File: config.mk
export PLATFORM = sky130hd
export DESIGN_NAME = risc_v_mike_uart_mmio
export DESIGN_NICKNAME = d
export VERILOG_FILES = /design/src/rtl/risc_v_mike_uart_mmio.sv
export SDC_FILE = /design/constraint.sdc
export NUM_CORES = 1
export LEC_CHECK = 0
export ABC_AREA = 1
export CORE_ASPECT_RATIO = 0.8
export CORE_MARGIN = 5
export CORE_UTILIZATION = 51
export DETAILED_ROUTE_END_ITERATION = 8
export PLACE_DENSITY_LB_ADDON = 0.08
export SKIP_LAST_GASP = 1
export SLEW_MARGIN = 20
export SYNTH_ARGS = -nofsm -noshare
export SYNTH_HDL_FRONTEND = slang
export SYNTH_SLANG_ARGS = --single-unit
File: constraint.sdc
create_clock -name clk -period 2.7 [get_ports clk]
set_input_delay 0.27 -clock clk [delete_from_list [all_inputs] [get_ports clk]]
set_output_delay 0.27 -clock clk [all_outputs]
set_load 0.005 [all_outputs]
File: src/rtl/risc_v_mike_uart_mmio.sv
// Memory-mapped UART front end: TX/RX FIFOs, status/control registers and
// TX/RX sequencers that drive the UART_MIKE tx_send/tx_flag/rx_flag handshakes.
// Optional interrupt output is enabled by defining RISC_V_MIKE_UART_IRQ_EN.

// Registered FIFO with wrapping pointers; the extra pointer MSB tells full from empty.
module MikeUartFifo #(
  parameter int DATA_W = 8,
  parameter int DEPTH  = 8
) (
  input  logic                     clk,
  input  logic                     rst,
  input  logic                     flush_i,
  input  logic                     push_i,
  input  logic                     pop_i,
  input  logic [DATA_W-1:0]        data_i,
  output logic [DATA_W-1:0]        head_o,
  output logic                     full_o,
  output logic                     empty_o,
  output logic [$clog2(DEPTH):0]   count_o
);

  localparam int AW = $clog2(DEPTH);

  logic [AW:0]       wrPtr_q, wrPtr_d;
  logic [AW:0]       rdPtr_q, rdPtr_d;
  logic [DATA_W-1:0] mem_q [DEPTH];
  logic              doPush;
  logic              doPop;

  assign empty_o = (wrPtr_q == rdPtr_q);
  assign full_o  = (wrPtr_q[AW] != rdPtr_q[AW]) && (wrPtr_q[AW-1:0] == rdPtr_q[AW-1:0]);
  assign count_o = wrPtr_q - rdPtr_q;
  assign head_o  = mem_q[rdPtr_q[AW-1:0]];

  // A pop frees the head slot first, so a push while full is accepted if a pop happens too
  assign doPop  = pop_i & ~empty_o;
  assign doPush = push_i & (~full_o | doPop);

  // Pointer update; a flush overrides any push or pop in the same cycle
  always_comb begin
    wrPtr_d = wrPtr_q;
    rdPtr_d = rdPtr_q;
    if (flush_i) begin
      wrPtr_d = '0;
      rdPtr_d = '0;
    end else begin
      if (doPush) wrPtr_d = wrPtr_q + (AW+1)'(1);
      if (doPop)  rdPtr_d = rdPtr_q + (AW+1)'(1);
    end
  end

  // Pointer registers
  always_ff @(posedge clk) begin
    if (rst) begin
      wrPtr_q <= '0;
      rdPtr_q <= '0;
    end else begin
      wrPtr_q <= wrPtr_d;
      rdPtr_q <= rdPtr_d;
    end
  end

  // Storage write; contents need no reset because the pointers define validity
  always_ff @(posedge clk) begin
    if (doPush) mem_q[wrPtr_q[AW-1:0]] <= data_i;
  end

endmodule

module risc_v_mike_uart_mmio #(
  parameter int DATA_W   = 8,
  parameter int TX_DEPTH = 8,
  parameter int RX_DEPTH = 8,
  parameter int ADDR_W   = 4
) (
  input  logic              clk,
  input  logic              rst,
  input  logic [ADDR_W-1:0] bus_addr,
  input  logic              bus_wr,
  input  logic              bus_rd,
  input  logic [31:0]       bus_wr_data,
  output logic [31:0]       bus_rd_data,
`ifdef RISC_V_MIKE_UART_IRQ_EN
  output logic              irq,
`endif
  output logic [DATA_W-1:0] uart_tx_data,
  output logic              uart_tx_send,
  input  logic              uart_tx_flag,
  output logic              uart_tx_flag_clr,
  input  logic [DATA_W-1:0] uart_rx_data,
  input  logic              uart_rx_flag,
  output logic              uart_rx_flag_clr
);

  localparam logic [ADDR_W-3:0] OFF_TXDATA = (ADDR_W-2)'(0);
  localparam logic [ADDR_W-3:0] OFF_RXDATA = (ADDR_W-2)'(1);
  localparam logic [ADDR_W-3:0] OFF_STATUS = (ADDR_W-2)'(2);
  localparam logic [ADDR_W-3:0] OFF_CTRL   = (ADDR_W-2)'(3);

  typedef enum logic [1:0] {TX_IDLE, TX_LOAD, TX_WAIT, TX_CLR} txState_t;
  typedef enum logic [1:0] {RX_IDLE, RX_CAPT, RX_DRAIN} rxState_t;

  txState_t txState_q, txState_d;
  rxState_t rxState_q, rxState_d;

  logic [ADDR_W-3:0] wordSel;
  logic txWrReq, rxRdReq, ctrlWr;
  logic txFlush, rxFlush, errClr;
  logic txPop, rxCapt;
  logic [DATA_W-1:0] txHead, rxHead;
  logic txFull, txEmpty, rxFull, rxEmpty;
  logic [$clog2(TX_DEPTH):0] txCount;
  logic [$clog2(RX_DEPTH):0] rxCount;
  logic txBusy;
  logic [DATA_W-1:0] txData_q;
  logic rstSeen_q, startClr;
  logic txOvf_q, rxOvf_q, rxUnf_q;
  logic txOvfSet, rxOvfSet, rxUnfSet;
  logic [31:0] statusWord;
  logic unusedBits;

  assign wordSel = bus_addr[ADDR_W-1:2];
  assign txWrReq = bus_wr & (wordSel == OFF_TXDATA);
  assign rxRdReq = bus_rd & (wordSel == OFF_RXDATA);
  assign ctrlWr  = bus_wr & (wordSel == OFF_CTRL);
  assign txFlush = ctrlWr & bus_wr_data[0];
  assign rxFlush = ctrlWr & bus_wr_data[1];
  assign errClr  = ctrlWr & bus_wr_data[2];
  assign unusedBits = ^{bus_addr[1:0], bus_wr_data[31:DATA_W]};

  MikeUartFifo #(.DATA_W(DATA_W), .DEPTH(TX_DEPTH)) txFifo (
    .clk(clk), .rst(rst), .flush_i(txFlush), .push_i(txWrReq), .pop_i(txPop),
    .data_i(bus_wr_data[DATA_W-1:0]), .head_o(txHead), .full_o(txFull),
    .empty_o(txEmpty), .count_o(txCount)
  );

  MikeUartFifo #(.DATA_W(DATA_W), .DEPTH(RX_DEPTH)) rxFifo (
    .clk(clk), .rst(rst), .flush_i(rxFlush), .push_i(rxCapt), .pop_i(rxRdReq),
    .data_i(uart_rx_data), .head_o(rxHead), .full_o(rxFull),
    .empty_o(rxEmpty), .count_o(rxCount)
  );

  // Remember that reset was active so the first cycle after it can clear stale UART flags
  always_ff @(posedge clk) begin
    rstSeen_q <= rst;
  end
  assign startClr = rstSeen_q & ~rst;

  // TX sequencer next state and handshake outputs; a flush in the same cycle blocks a new start
  always_comb begin
    txState_d        = txState_q;
    txPop            = 1'b0;
    uart_tx_send     = 1'b0;
    uart_tx_flag_clr = startClr;
    case (txState_q)
      TX_IDLE: begin
        if (!txEmpty && !txFlush) begin
          txPop     = 1'b1;
          txState_d = TX_LOAD;
        end
      end
      TX_LOAD: begin
        uart_tx_send = 1'b1;
        txState_d    = TX_WAIT;
      end
      TX_WAIT: begin
        if (uart_tx_flag) txState_d = TX_CLR;
      end
      TX_CLR: begin
        uart_tx_flag_clr = 1'b1;
        txState_d        = TX_IDLE;
      end
      default: txState_d = TX_IDLE;
    endcase
  end

  // TX state and the character register presented to the transmitter
  always_ff @(posedge clk) begin
    if (rst) begin
      txState_q <= TX_IDLE;
      txData_q  <= '0;
    end else begin
      txState_q <= txState_d;
      if (txPop) txData_q <= txHead;
    end
  end

  assign uart_tx_data = txData_q;
  assign txBusy       = (txState_q != TX_IDLE);

  // RX sequencer: capture once per flag, then wait for the flag to drop before rearming
  always_comb begin
    rxState_d        = rxState_q;
    rxCapt           = 1'b0;
    uart_rx_flag_clr = startClr;
    case (rxState_q)
      RX_IDLE: begin
        if (uart_rx_flag && !startClr) rxState_d = RX_CAPT;
      end
      RX_CAPT: begin
        rxCapt           = 1'b1;
        uart_rx_flag_clr = 1'b1;
        rxState_d        = RX_DRAIN;
      end
      RX_DRAIN: begin
        if (!uart_rx_flag) rxState_d = RX_IDLE;
      end
      default: rxState_d = RX_IDLE;
    endcase
  end

  // RX state register
  always_ff @(posedge clk) begin
    if (rst) rxState_q <= RX_IDLE;
    else     rxState_q <= rxState_d;
  end

  assign txOvfSet = txWrReq & txFull & ~txPop;
  assign rxOvfSet = rxCapt & rxFull & ~rxRdReq;
  assign rxUnfSet = rxRdReq & rxEmpty;

  // Sticky error flags; a new event beats a clear in the same cycle
  always_ff @(posedge clk) begin
    if (rst) begin
      txOvf_q <= 1'b0;
      rxOvf_q <= 1'b0;
      rxUnf_q <= 1'b0;
    end else begin
      txOvf_q <= txOvfSet | (txOvf_q & ~errClr);
      rxOvf_q <= rxOvfSet | (rxOvf_q & ~errClr);
      rxUnf_q <= rxUnfSet | (rxUnf_q & ~errClr);
    end
  end

`ifdef RISC_V_MIKE_UART_IRQ_EN
  logic rxIrqEn_q, txIrqEn_q, irq_q;

  // Interrupt enables persist until rewritten; irq is registered to keep it glitch-free
  always_ff @(posedge clk) begin
    if (rst) begin
      rxIrqEn_q <= 1'b0;
      txIrqEn_q <= 1'b0;
      irq_q     <= 1'b0;
    end else begin
      if (ctrlWr) begin
        rxIrqEn_q <= bus_wr_data[3];
        txIrqEn_q <= bus_wr_data[4];
      end
      irq_q <= (rxIrqEn_q & ~rxEmpty) | (txIrqEn_q & txEmpty & ~txBusy);
    end
  end
  assign irq = irq_q;
`endif

  // Status word assembly
  always_comb begin
    statusWord       = '0;
    statusWord[0]    = txFull;
    statusWord[1]    = txEmpty;
    statusWord[2]    = rxFull;
    statusWord[3]    = rxEmpty;
    statusWord[4]    = txBusy;
    statusWord[5]    = txOvf_q;
    statusWord[6]    = rxOvf_q;
    statusWord[7]    = rxUnf_q;
    statusWord[15:8] = 8'(rxCount);
  end

  // Combinational read mux; write-only and unmapped offsets read as zero
  always_comb begin
    bus_rd_data = '0;
    if (bus_rd) begin
      case (wordSel)
        OFF_RXDATA: if (!rxEmpty) bus_rd_data = 32'(rxHead);
        OFF_STATUS: bus_rd_data = statusWord;
`ifdef RISC_V_MIKE_UART_IRQ_EN
        OFF_CTRL:   bus_rd_data = {27'b0, txIrqEn_q, rxIrqEn_q, 3'b0};
`endif
        default:    bus_rd_data = '0;
      endcase
    end
  end

  // txCount is kept for visibility of TX fill level; fold it into the unused sink
  logic unusedTxCount;
  assign unusedTxCount = ^txCount;

endmodule
# Word level (Yosys, flattened, before mapping)

Memory sizes are Yosys's and may differ from the RTL's. A register that Yosys moved wholly into a read port is not among the register bits.
Cells that the tools add are included.

Register bits: 24
Memory bits (writable): 128
Input port bits: 50
Output and inout port bits: 43
Word-level logic and storage cells: 103
Memories kept: 2

Add/sub/neg operators: 5
Equal/unequal tests: 18
Muxes and demuxes: 21
Bitwise operators: 32
Reductions and logical operators: 15

Memory list:

| memory       | depth | width | rd ports | clocked after Yosys merged registers in | write ports | RTL line | source |
|---|---|---|---|---|---|---|---|
| rxFifo.mem_q | 8     | 8     | 1        | 1                                       | 1           | 26       | `logic [DATA_W-1:0] mem_q [DEPTH];` |
| txFifo.mem_q | 8     | 8     | 1        | 1                                       | 1           | 26       |  |

Operators with widths:

| operator              | number |
|---|---|
| $pmux W32 S2          | 1 |
| $mux W32              | 1 |
| $and A1 B1 Y1         | 19 |
| $add A4 B1 Y4 const B | 4 |
| $eq A2 B2 Y1 const B  | 5 |
| $mux W1               | 10 |
| $eq A4 B4 Y1          | 2 |
| $mux W2               | 4 |
| $mux W8               | 1 |
| $ne A2 B2 Y1 const B  | 4 |
| $not A1 Y1            | 8 |
| $pmux W2 S4           | 1 |
| $eq A2 B1 Y1 const B  | 3 |
| $eq A3 B3 Y1          | 2 |
| $logic_not A2 Y1      | 3 |
| $mux W3               | 2 |
| $pmux W2 S3           | 1 |
| $or A1 B1 Y1          | 5 |
| $logic_and A1 B1 Y1   | 4 |
| $reduce_and A2 Y1     | 2 |
| $reduce_or A2 Y1      | 2 |
| $sub A4 B4 Y4         | 1 |
| $logic_not A1 Y1      | 3 |
| $ne A1 B1 Y1          | 2 |
| $reduce_bool A2 Y1    | 1 |

# Longest topological paths before layout

Word-level depth: 12
Mapped depth: 12
Mapped depth without buffers: 11

# Cells and area by module

From an unflattened synthesis, not the netlist that was laid out.

Cell total of the unflattened synthesis: 717
Area, all modules: 7,502.2 sq um

By module, submodules not included:

| module                | instances | cells each | area an instance (sq um) | sequential area each (sq um) |
|---|---|---|---|---|
| MikeUartFifo          | 2         | 279        | 3,206.8                  | 2,142.1 |
| risc_v_mike_uart_mmio | 1         | 159        | 1,088.5                  | 320.3 |

# Worst setup path before layout

Ideal clock, no wire load.

Path kind: register to register
Start: register rxFifo.rdPtr_q[2]
End: memory rxFifo.mem_q[6][0] (enable)
Library setup time: 383 ps
Data arrival time: 1,851 ps
Data required time: 2,317 ps
Path slack: 466 ps
Stages on the path, launching flop included: 10
Path buffers: 0
Clock period less this slack: 2,234 ps
Path through: dfxtp_1 > inv_1 > ha_1 > inv_1 > nor2_1 > nand3_1 > nand2_1 > inv_1 > nand2_1 > nor3_1

Longest elaborated chain between the ends: 7
Elaborated cells between the ends (all ways): 10
Classes of those cells: eq/ne (2); mux (2); bitwise (5); reduce/logical (1)

Ends and longest elaborated chain:

| element                                                  | RTL line | source |
|---|---|---|
| start: declaration                                       | 25       | `logic [AW:0] rdPtr_q, rdPtr_d;` |
| start signal: assignment                                 | 59       | `rdPtr_q <= rdPtr_d;` |
| $eq A4 B4 Y1 / $eq A3 B3 Y1 (equally long branches)      | 30, 31   |  |
| $not A1 Y1 / $logic_and A1 B1 Y1 (equally long branches) | 36, 31   |  |
| $and A1 B1 Y1 / $not A1 Y1 (equally long branches)       | 36, 37   |  |
| $or A1 B1 Y1 (*)                                         | 37       | `assign doPush = push_i & (~full_o \| doPop);` |
| $and A1 B1 Y1 (*)                                        | 37       |  |
| $mux W1 (*)                                              | 65       | `if (doPush) mem_q[wrPtr_q[AW-1:0]] <= data_i;` |
| $mux W1 (not written as such) (*)                        | 65       |  |
| end: declaration                                         | 26       |  |

Every way passes the cells marked *; elsewhere a longest branch is shown, timed or not.

# Worst setup path after layout

Start: register rxFifo.wrPtr_q[0]
End: output bus_rd_data[6]

Longest elaborated chain between the ends: 4

Ends and longest elaborated chain:

| element                  | RTL line | source |
|---|---|---|
| start: declaration       | 24       | `logic [AW:0] wrPtr_q, wrPtr_d;` |
| start signal: assignment | 58       | `wrPtr_q <= wrPtr_d;` |
| $eq A4 B4 Y1             | 30       | `assign empty_o = (wrPtr_q == rdPtr_q);` |
| $mux W8                  | 274      | `OFF_RXDATA: if (!rxEmpty) bus_rd_data = 32'(rxHead);` |
| $pmux W32 S2             | 273      | `case (wordSel)` |
| $mux W32                 | 272      | `if (bus_rd) begin` |
| end: declaration         | 82       | `output logic [31:0] bus_rd_data,` |

Every way passes these cells.

==> flow_metrics.env <==
export IMPL_gp_congestion=0.846
export IMPL_fin_worst_skew_ns=0.00801
export IMPL_fin_tns_setup_ns=0
export IMPL_drtIter0Drc=441
export IMPL_layout_drive_gt1_share_pct=12.1
export IMPL_wire_per_inst_um=17.5
export IMPL_powerDensity_mw_per_mm2=773
export IMPL_critPathArrivalTime_ns=2.32
export IMPL_die_h_um=115
export IMPL_outcome="completed"
export IMPL_fin_total_pwr_mw=6.53
export IMPL_critPathSlowestCell="dfxtp_4"
export IMPL_rsz0062_at_grt="no"
export IMPL_wl_mm=16.3
export IMPL_synthCells=658
export IMPL_slowest_delay_ns=0.37
export IMPL_gr_usage_all_layers_pct=20.5
export IMPL_endpoint_kind="output port"
export IMPL_fin_crit_ns=2.59
export IMPL_start_kind="flip-flop"
export IMPL_cts_root_buf="clkbuf_16"
export IMPL_clk_transition_reported_paths_ns=0.06
export IMPL_cp_num_cells=12
export IMPL_cpMostUsedCell="buf_4"
export IMPL_syn_area_mm2=0.00702
export IMPL_slew_viol_final=0
export IMPL_min_path_cells=1
export IMPL_antenna_found_initial=0
export IMPL_ys_types=34
export IMPL_overflow=0
export IMPL_r2r_cells=10
export IMPL_hp_class="flip-flop to flip-flop"
export IMPL_dieArea_mm2=0.0162
export IMPL_die_w_um=141
export IMPL_diodes=0
export IMPL_ys_ff_latch=163
export IMPL_place_hpwl_mm=10.9
export IMPL_crit_type="flip-flop to output port"
export IMPL_drc=0
export IMPL_reg2reg_slack_ns=0.43
export IMPL_fin_crit_sh_pct=95.8
export IMPL_clk_path_buf_depth=2
export IMPL_max_freq_mhz=387
export IMPL_path_buf_inv=4
export IMPL_peakVddDrop_mv=0.671
export IMPL_yosysWarnings=0
export IMPL_synth_seq_area_share_pct=64.7
export IMPL_path_max_fanout=6
export IMPL_placed_area_mm2=0.00777
export IMPL_clk_insertion_delay_late_ns=0.42
export IMPL_crit_chain="inv_2 > ha_4 > nand2_1 > nor2_2 > nand2_2 > nand2_4 > nor2_1 > buf_4 > buf_4 > nand3_1 > o21ai_1 > dlygate4sd2_1"
export IMPL_leakagePower_nw=3.11
export IMPL_fin_nets=804
export IMPL_grt_max_degree=34
export IMPL_ios=93
export IMPL_nFillCells=1075
export IMPL_area_delta_synth_final_pct=20.3
export IMPL_cts_sinks=163
export IMPL_grt_pass1_vias=4736
export IMPL_via_count=5065
export IMPL_final_util_pct=62.3
export IMPL_numCtsBuffers=17
export IMPL_grt_pass1_wl_mm=25.0
export IMPL_path_delay_family="buffers and inverters"
export IMPL_maxCapViolCount=0
export IMPL_hold_viol=0
export IMPL_final_cell_area_mm2=0.00845
export IMPL_cts_tree="yes"
export IMPL_ant_nets=0
export IMPL_setup_viol=0
export IMPL_core_area_mm2=0.0136
export IMPL_hold_buffers=0
export IMPL_synth_avg_cell_area_um2=10.7
export IMPL_start_util_pct=51.8
export IMPL_numPortBuffers=46
export IMPL_first_pass_iters=5
export IMPL_critPathRequiredTime_ns=2.43
export IMPL_htreeDepth=4
export IMPL_core_rowCount=38
export IMPL_routed_via_density=5.44
placed cells by master (no fill, tap or decap), types with 9 or more instances in the layout:
cell type,Yosys,layout
conb_1,1,20
o211ai_1,16,16
nand3_1,26,26
a21oi_1,20,20
o22ai_1,16,16
nor2_1,118,117
buf_4,21,39
o21ai_1,11,12
clkdlybuf4s50_1,0,38
dfxtp_1,35,32
edfxtp_1,128,128
nand2_1,79,77
inv_1,39,37
o21ai_0,76,75
ha_1,15,12
nor3_1,9,9
clkbuf_16,0,17
timing repair:
action | in CTS | in global routing
setup endpoints to repair | 8 | 6
pin swaps | 0 | 2
gates resized for setup | 15 | 11
setup buffers | 4 | 3
hold endpoints to repair | 0 | 0
power by group:
group          internal [mW]  switching (mW)  total, mW  leakage, nW
Sequential              2.81          0.0677       2.88         1.44
Clock                   1.45           0.910       2.36        0.279
Combinational          0.488           0.808       1.30         1.39
path summary, 6_finish.rpt:
path	endpoint	start
min	rxState_q[0]$_SDFFE_PP0P_	rxState_q[0]$_SDFFE_PP0P_
max reg2reg	rxFifo.mem_q[6][0]$_DFFE_PP_	rxFifo.rdPtr_q[0]$_SDFFE_PP0P_
min reg2reg	rxState_q[0]$_SDFFE_PP0P_	rxState_q[0]$_SDFFE_PP0P_
max	bus_rd_data[6]	rxFifo.wrPtr_q[0]$_SDFFE_PP0P_
cells by family (layout without fill, tap and decap cells):
group / count (synthesis) / count (layout) / synth area share (%)
simple gates: 243 / 243 / 14.3
flops: 163 / 163 / 64.7
compound gates: 144 / 144 / 11.3
buf+inv: 87 / 161 / 6.20
fa+ha+maj: 16 / 16 / 2.96
xor+xnor: 4 / 4 / 0.499
other cells: 1 / 20 / 0.0534
cell usage after synthesis, drive strengths merged:
cell type / number / area, um^2
o31ai: 2 / 15.0
dfxtp: 35 / 701
ha: 15 / 188
o22ai: 16 / 100
xor2: 3 / 26.3
o21ai: 87 / 435
a211oi: 1 / 7.51
nor3: 9 / 45.0
nor2: 121 / 462
xnor2: 1 / 8.76
fa: 1 / 20.0
nand4: 1 / 6.26
nand3b: 1 / 7.51
edfxtp: 128 / 3840
nand2: 84 / 338
clkbuf: 16 / 60.1
a21oi: 20 / 100
o211ai: 16 / 120
inv: 43 / 166
buf: 28 / 209
a31oi: 1 / 6.26
o21a: 1 / 7.51
conb: 1 / 3.75
nand3: 27 / 148
metal layers:
metal	vias to the layer above	wire [um]	track usage [%]
met2	179	7210	30.1
met3	16	1130	4.86
met4	0	195	6.58
met1	2457	7710	30.4
met5	-	0	0
li1	2413	-	-
cell type report:
class	instances	area (um^2)	share of cell area, %
clock buffers	22	444	5.26
clock inverters	10	134	1.58
inverters	43	166	1.97
multi-input cells	427	2170	25.6
flip-flops and latches	163	4550	53.9
well taps	180	225	2.67
repair buffers	86	762	9.02
state kept, by name, summed over array words and instances (netlist names), named ones only:
name,flops
rxFifo.mem_q,64
txState_q,2
uart_tx_data,8
rxFifo.wrPtr_q,4
rxFifo.rdPtr_q,4
rstSeen_q,1
txFifo.mem_q,64
rxOvf_q,1
txFifo.wrPtr_q,4
txOvf_q,1
rxUnf_q,1
txFifo.rdPtr_q,4
rxState_q,2
stage by stage:
stage | hold WS (ns) | setup WS, ns | std cells
finish | 0.434 | 0.113 | 931
global route | 0.457 | 0.0159 | 931
CTS | 0.440 | 0.00918 | 928
detailed placement | 0.433 | 0.0646 | 892
global placement | 0.407 | 0.124 | 892
floorplan | 0.298 | 0.466 | 677
No activity file was read; power rests on OpenSTA's default activity.
